--- config.mk ---
export PLATFORM = sky130hd
export DESIGN_NAME = nibble_serial_subtractor
export DESIGN_NICKNAME = d
export VERILOG_FILES = /design/src/rtl/nibble_serial_subtractor.sv
export SDC_FILE = /design/constraint.sdc
export NUM_CORES = 1
export LEC_CHECK = 0
export ABC_AREA = 1
export CAP_MARGIN = 20
export CORE_ASPECT_RATIO = 1.25
export CORE_MARGIN = 1
export CORE_UTILIZATION = 55
export CTS_CLUSTER_DIAMETER = 40
export DETAILED_ROUTE_END_ITERATION = 7
export PLACE_DENSITY = 0.91
export SYNTH_ARGS = -nofsm -noshare
export SYNTH_HDL_FRONTEND = slang
export SYNTH_SLANG_ARGS = --single-unit
--- constraint.sdc ---
create_clock -name clk -period 3.85 [get_ports clk]
set_clock_uncertainty 0.1 [all_clocks]
set_input_delay 0.9625 -clock clk [delete_from_list [all_inputs] [get_ports clk]]
set_output_delay 0.9625 -clock clk [all_outputs]
set_load 0.01 [all_outputs]
--- src/rtl/nibble_serial_subtractor.sv ---
// Nibble-serial subtractor: d = a - b - b_in, one 4-bit nibble per clock, LSB first.
// Define SUB_FLAGS_EN to add registered zero/neg/ovf result flags.
module nibble_serial_subtractor #(
    parameter int WIDTH = 16
) (
    input  logic             clk,
    input  logic             rst_n,
    input  logic             in_valid,
    output logic             in_ready,
    input  logic [WIDTH-1:0] a,
    input  logic [WIDTH-1:0] b,
    input  logic             b_in,
    output logic             out_valid,
    input  logic             out_ready,
    output logic [WIDTH-1:0] d,
`ifdef SUB_FLAGS_EN
    output logic             b_out,
    output logic             zero,
    output logic             neg,
    output logic             ovf
`else
    output logic             b_out
`endif
);

    localparam int NIB = WIDTH / 4;
    localparam int IW  = (NIB > 1) ? $clog2(NIB) : 1;

    typedef enum logic [1:0] {
        IDLE = 2'd0,
        RUN  = 2'd1,
        DONE = 2'd2
    } state_t;

    state_t           state_q;
    state_t           state_d;
    logic [WIDTH-1:0] a_q;
    logic [WIDTH-1:0] b_q;
    logic [WIDTH-1:0] d_q;
    logic [WIDTH-1:0] d_nxt;
    logic [IW-1:0]    idx_q;
    logic             carry_q;
    logic             b_out_q;
    logic             out_valid_q;
    logic [3:0]       a_nib;
    logic [3:0]       b_nib;
    logic [4:0]       sum;
    logic             last;
    logic             accept;
    logic             release_res;

    assign accept      = (state_q == IDLE) && in_valid;
    assign release_res = out_valid_q && out_ready;
    assign last        = (idx_q == IW'(NIB - 1));

    // Subtraction as a + ~b + ~borrow, one nibble per cycle
    always_comb begin
        a_nib = '0;
        b_nib = '0;
        for (int i = 0; i < NIB; i++) begin
            if (idx_q == IW'(i)) begin
                a_nib = a_q[i*4 +: 4];
                b_nib = b_q[i*4 +: 4];
            end
        end
        sum   = {1'b0, a_nib} + {1'b0, ~b_nib} + {4'b0000, carry_q};
        d_nxt = d_q;
        for (int i = 0; i < NIB; i++) begin
            if (idx_q == IW'(i)) begin
                d_nxt[i*4 +: 4] = sum[3:0];
            end
        end
    end

    always_ff @(posedge clk or negedge rst_n) begin
        if (!rst_n) begin
            state_q <= IDLE;
        end else begin
            state_q <= state_d;
        end
    end

    always_comb begin
        state_d = state_q;
        unique case (state_q)
            IDLE: if (in_valid)    state_d = RUN;
            RUN:  if (last)        state_d = DONE;
            DONE: if (release_res) state_d = IDLE;
            default:               state_d = IDLE;
        endcase
    end

    always_ff @(posedge clk or negedge rst_n) begin
        if (!rst_n) begin
            a_q         <= '0;
            b_q         <= '0;
            d_q         <= '0;
            idx_q       <= '0;
            carry_q     <= 1'b0;
            b_out_q     <= 1'b0;
            out_valid_q <= 1'b0;
        end else begin
            if (accept) begin
                a_q     <= a;
                b_q     <= b;
                carry_q <= ~b_in;
                idx_q   <= '0;
            end
            if (state_q == RUN) begin
                d_q     <= d_nxt;
                carry_q <= sum[4];
                idx_q   <= idx_q + 1'b1;
                if (last) begin
                    b_out_q <= ~sum[4];
                end
            end
            // Result is published one cycle after the last nibble settles
            if (state_q == DONE) begin
                out_valid_q <= !release_res;
            end
        end
    end

    assign in_ready  = (state_q == IDLE);
    assign out_valid = out_valid_q;
    assign d         = d_q;
    assign b_out     = b_out_q;

`ifdef SUB_FLAGS_EN
    logic zero_q;
    logic neg_q;
    logic ovf_q;

    always_ff @(posedge clk or negedge rst_n) begin
        if (!rst_n) begin
            zero_q <= 1'b0;
            neg_q  <= 1'b0;
            ovf_q  <= 1'b0;
        end else if (state_q == RUN && last) begin
            zero_q <= (d_nxt == '0);
            neg_q  <= d_nxt[WIDTH-1];
            ovf_q  <= (a_q[WIDTH-1] != b_q[WIDTH-1]) &&
                      (d_nxt[WIDTH-1] != a_q[WIDTH-1]);
        end
    end

    assign zero = zero_q;
    assign neg  = neg_q;
    assign ovf  = ovf_q;
`endif

endmodule

==> results of run 1 <==
per-layer routing:
layer / vias to the layer above / wire (um) / GRT usage
met5: - / 0 / 0
met4: 0 / 183 / 0.131
met3: 20 / 266 / 0.0440
met2: 89 / 3080 / 0.461
met1: 1116 / 2490 / 0.309
li1: 1145 / - / -
worst min path at each step:
stage,from,slack (ns),end
after floorplan,a_q[10],0.34,a_q[10]
after CTS,b_q[15],0.39,b_q[15]
final,b_q[15],0.38,b_q[15]
after global placement,d[3],0.36,d[3]
after global routing,d[1],0.41,d[1]
after detailed placement,b_q[15],0.36,b_q[15]
per-stage QoR:
stage | power, mW | setup WS [ns] | hold WS (ns)
floorplan | 2.24 | 1.43 | 0.341
global placement | 2.72 | 1.05 | 0.363
detailed placement | 2.81 | 0.920 | 0.363
CTS | 3.14 | 0.880 | 0.386
global route | 3.44 | 0.599 | 0.413
finish | 3.14 | 0.829 | 0.385
cell usage in the layout, fill, tap and decap left out, drive strengths merged:
master,count
nand2,172
dfrtp,55
clkdlybuf4s50,54
inv,21
o21ai,21
nand3,13
a21oi,12
or2,9
nor2,9
ha,7
clkbuf,7
buf,4
fa,2
a21boi,1
a21o,1
a22o,1
xnor2,1
clkinv,1
power by group:
part           internal (mW)  switching (mW)  total, mW  leakage, nW
clock network          0.128           0.177      0.305       0.0422
registers              0.860           0.194       1.05        0.682
logic                  0.710            1.07       1.78        0.981
total                   1.70            1.44       3.14         1.71
registers in the layout (all words and copies together) (netlist names):
| name | cells |
|---|---|
| a_q | 16 |
| b_q | 16 |
| d | 16 |
| idx_q | 2 |
| state_q | 2 |
| b_out | 1 |
| carry_q | 1 |
| out_valid | 1 |
final cells by class:
type                    count  area [um^2]
flip-flops and latches     55         1380
multi-input cells         249         1170
clock buffers               7         76.3
repair buffers             58          568
well taps                  60         75.1
inverters                  21         81.3
fillers                   369         1380
clock inverters             1         5.00
cells by family (layout without fill, tap and decap cells):
logic type	count (synthesis)	count (layout)	share of synthesized area
AO/OA/AOI/OAI	36	36	0.0715
XOR/XNOR	1	1	0.00325
adder cells (fa/ha/maj)	9	9	0.0474
buffers and inverters	31	87	0.0548
flip-flops	55	55	0.511
AND/OR/NAND/NOR	203	203	0.312
worst max-delay path: stages (launching register included):
cell and delay [ns]:
dfrtp_1 0.44, inv_1 0.11, ha_1 0.39, inv_1 0.27, o21ai_0 0.26, a21o_1 0.11, nand2_1 0.06, fa_1 0.43
inv_1 0.09, fa_1 0.49, o21ai_1 0.19
==> flow_metrics.env, run 1 <==
export IMPL_clk_path_buf_depth=2
export IMPL_syn_area_per_cell_um2=8.04
export IMPL_cts_hold_buf=0
export IMPL_antenna_left=0
export IMPL_crit_path_end_kind="flip-flop"
export IMPL_grt_pass1_vias=2391
export IMPL_nets=436
export IMPL_rr_endpoint="d[9]"
export IMPL_start_util=0.570
export IMPL_r2r_slack_ns=0.83
export IMPL_grt_antenna_before_repair=0
export IMPL_synth_top_area_frac=0.511
export IMPL_grt_setup_unrepaired="no"
export IMPL_grt_remaining_overflow=0
export IMPL_irDropWorstVdd_v=0.000433
export IMPL_crit_start="idx_q[0]"
export IMPL_slew_headroom=0.378
export IMPL_fin_area_um2=3350
export IMPL_cp_max_fo=11
export IMPL_antenna_cells=0
export IMPL_r2r_start="idx_q[0]"
export IMPL_start_kind="flip-flop"
export IMPL_drt_vias_per_instance=5.25
export IMPL_worst_pin_slew_ns=0.933
export IMPL_place_area_um2=3270
export IMPL_core_um2=4730
export IMPL_layout_drive_gt1_share=0.0844
export IMPL_post_drt_wl_per_cell_um=13.4
export IMPL_synth_edff_count=0
export IMPL_holdPathStages=2
export IMPL_cap_violations=0
export IMPL_syn_cell_area_um2=2690
export IMPL_ys_flop_type="dfrtp_1"
export IMPL_path_class="reg2reg"
export IMPL_final_util=0.709
export IMPL_yosysWarnings=0
export IMPL_fin_crit_ns=3.02
export IMPL_tns_ns=0
export IMPL_stdcell_count=451
export IMPL_clkSlewWorstSetupHoldPaths_ns=0.09
export IMPL_finalHoldViolations=0
export IMPL_reg2reg_depth=10
export IMPL_synthTopCellsByArea="dfrtp_1, nand2_1, ha_1, o21ai_0, nand3_1"
export IMPL_io_pins=56
export IMPL_drt_iter0_drc=113
export IMPL_post_cts_buffers=0
export IMPL_yosys_top_cells_count="nand2_1, dfrtp_1, inv_1, o21ai_0, nand3_1"
export IMPL_cts_sinks=55
export IMPL_hold_path_class="reg2reg"
export IMPL_leakagePower_nw=1.71
export IMPL_vias=2370
export IMPL_port_buffers=55
export IMPL_ys_async_sr_fraction=1.00
export IMPL_cts_resized=0
export IMPL_syn_inst=335
export IMPL_drv_slew=0
export IMPL_cts_buffers_inserted=5
export IMPL_syn_nets=381
export IMPL_synth_seq_cells=55
export IMPL_area_growth_pct=24.4
export IMPL_drt_first_pass_iters=4
export IMPL_yosysTopAreaCell="dfrtp_1"
export IMPL_cp_required_ns=3.98
export IMPL_htreeDepth=2
export IMPL_arrival_ns=3.15
export IMPL_finalCritPeriodShare=0.785
export IMPL_grt_max_degree=46
export IMPL_cts_tree="done"
export IMPL_die_area_um2=5180
export IMPL_endpoint="d[9]"
export IMPL_die_w_um=64.6
export IMPL_drc_errors=0
export IMPL_gp_congestion=0.880
export IMPL_cts_root_buf="clkbuf_8"
export IMPL_grt_pass1_wl_um=10300
export IMPL_dp_cells=443
export IMPL_die_y_um=80.2
export IMPL_clkLatencyLatePin_ns=0.31
export IMPL_place_hpwl_um=4400
export IMPL_yosysMostFrequentCell="nand2_1"
export IMPL_rows=28
export IMPL_p_per_area_nw_per_um2=937
export IMPL_yosysSeqAreaShare=0.511
export IMPL_setup_viol=0
export IMPL_status="complete, no violations"
export IMPL_drt_wl_total_um=6030
export IMPL_synth_cell_types=25
export IMPL_fmax_ghz=0.331
export IMPL_grtUsageTotal=0.263
No activity file was read; power rests on OpenSTA's default activity.
==> run 2: changes to the inputs <==
CORE_UTILIZATION = 46   (was 55)
PLACE_DENSITY = 0.82   (was 0.91)
clock period = 2.7 ns   (was 3.85 ns; I/O delays follow)
==> run 2 against run 1 <==
Net effect: power grew 48%; first-iteration DRC count shrank 6.2%; via count shrank 5.4%; final cell count grew 2.0%; largest cell class unchanged; largest power group unchanged.
==> flow_metrics.env, run 2 (same netlist as run 1, synthesis figures left out) <==
export IMPL_start_util=0.488
export IMPL_tns_ns=0
export IMPL_grt_max_degree=35
export IMPL_drc_errors=0
export IMPL_core_um2=5520
export IMPL_timing_critical_path_buf_inv=2
export IMPL_final_common_cell="nand2_1"
export IMPL_swShare=0.448
export IMPL_rows=30
export IMPL_setup_slack_ns=0.149
export IMPL_grtUsageMet1=0.237
export IMPL_crit_path_end_kind="flip-flop"
export IMPL_path_class="reg2reg"
export IMPL_fmax_ghz=0.392
export IMPL_post_cts_buffers=0
export IMPL_gr_max_usage_layer="met2"
export IMPL_cts_root_buf="clkbuf_8"
export IMPL_setup_viol=0
export IMPL_slowest_delay_ns=0.47
export IMPL_clkLatencyLatePin_ns=0.31
export IMPL_drt_first_pass_iters=4
export IMPL_grt_antenna_before_repair=0
export IMPL_leakagePower_nw=1.75
export IMPL_fin_crit_ns=2.55
export IMPL_cap_violations=0
export IMPL_gp_congestion=0.909
export IMPL_cp_required_ns=2.83
export IMPL_p_int_mw=2.57
export IMPL_drt_vias_per_instance=4.87
export IMPL_power_share_sequential=0.320
export IMPL_cts_sinks=55
export IMPL_grt_setup_unrepaired="no"
export IMPL_nets=442
export IMPL_switchingPower_mw=2.09
export IMPL_final_cell_mix="nand2_1, dfrtp_1, clkdlybuf4s50_1"
export IMPL_irDropWorstVdd_v=0.000608
export IMPL_cp_slowest_cell="fa_2"
export IMPL_cp_max_fo=7
export IMPL_grt_remaining_overflow=0
export IMPL_final_util=0.625
export IMPL_p_clk_frac=0.097
export IMPL_arrival_ns=2.68
export IMPL_grt_util_met2=0.390
export IMPL_grt_pass1_vias=2278
export IMPL_antenna_left=0
export IMPL_hold_worst_slack_ns=0.274
export IMPL_p_comb_frac=0.583
export IMPL_clkSlewWorstSetupHoldPaths_ns=0.10
export IMPL_post_drt_wl_per_cell_um=12.9
export IMPL_vias=2242
export IMPL_io_pins=56
export IMPL_htreeDepth=2
export IMPL_die_y_um=87.6
export IMPL_start_kind="flip-flop"
export IMPL_layout_drive_gt1_share=0.116
export IMPL_status="complete, no violations"
export IMPL_finalCritPeriodShare=0.945
export IMPL_cts_buffers_inserted=5
export IMPL_hold_path_class="in2async"
export IMPL_die_w_um=70.4
export IMPL_clk_path_buf_depth=2
export IMPL_port_buffers=55
export IMPL_area_growth_pct=28.0
export IMPL_finalHoldViolations=0
export IMPL_worst_pin_slew_ns=0.635
export IMPL_p_per_area_nw_per_um2=1350
export IMPL_cts_tree="done"
export IMPL_die_area_um2=6170
export IMPL_grt_pass1_wl_um=10100
export IMPL_critPathTopFamily="adder cells"
export IMPL_place_hpwl_um=4630
export IMPL_crit_chain="inv_1 -> ha_1 -> nor2_2 -> nand2_1 -> a21o_1 -> nand2_1 -> fa_1 -> inv_1 -> fa_2 -> o21ai_1"
export IMPL_drt_wl_total_um=5930
export IMPL_antenna_cells=0
export IMPL_drt_iter0_drc=106
export IMPL_pre_cts_ws_ns=0.0869
export IMPL_grtUsageTotal=0.207
export IMPL_slew_headroom=0.577
export IMPL_grt_use_met3=0.0334
export IMPL_drv_slew=0
[run 2: area by class of cell]
type | instances | area, um^2
fill | 504 | 2070
sequential | 55 | 1380
multi-input combinational | 249 | 1200
timing repair buffer | 64 | 626
clock buffer | 6 | 82.6
inverter | 21 | 81.3
tap | 64 | 80.1
clock inverter | 1 | 5.00
[run 2: final timing paths]
kind                          start    endpoint  slack, ns  cells past startpoint
max                        idx_q[1]       d[13]       0.15                     10
min                           rst_n  state_q[0]       0.27                      1
max reg2reg                idx_q[1]       d[13]       0.15                     10
min reg2reg                    d[3]        d[3]       0.39                      2
max in group asynchronous     rst_n     a_q[11]       1.65                      2
min in group clk               d[3]        d[3]       0.39                      2
[run 2: metal layers]
metal,share of wire,vias to the layer above
met5,0,-
met4,0.019,0
met3,0.029,10
met2,0.54,45
met1,0.41,1035
li1,-,1152
[run 2: power by group through the flow]
| stage | sequential [mW] | clock [mW] | combinational [mW] |
|---|---|---|---|
| after floorplan | 1.49 | 0 | 1.71 |
| after global placement | 1.50 | 0 | 2.49 |
| after detailed placement | 1.50 | 0 | 2.57 |
| after CTS | 1.49 | 0.463 | 2.58 |
| after global routing | 1.54 | 0.497 | 3.05 |
| final | 1.49 | 0.453 | 2.71 |
[run 2: worst reg2reg max path: stages, from the launching register on]
cell     delay [ns]
dfrtp_1        0.43
inv_1          0.10
ha_1           0.34
nor2_2         0.11
nand2_1        0.07
a21o_1         0.10
nand2_1        0.06
fa_1           0.43
inv_1          0.09
fa_2           0.47
o21ai_1        0.17
[run 2: what timing repair did]
action                                  4_1_cts  5_1_grt
hold buffers                                  0        0
hold endpoints to repair                      0        0
resized for setup                             0        8
endpoints found under the setup margin        0       13
[run 2: stage by stage]
stage | area, um^2 | total power [mW] | std cells
after detailed placement | 3330 | 4.07 | 453
after CTS | 3420 | 4.54 | 460
after global placement | 3330 | 3.98 | 453
after global routing | 3450 | 5.08 | 460
after floorplan | 2690 | 3.19 | 335
final | 3450 | 4.66 | 460
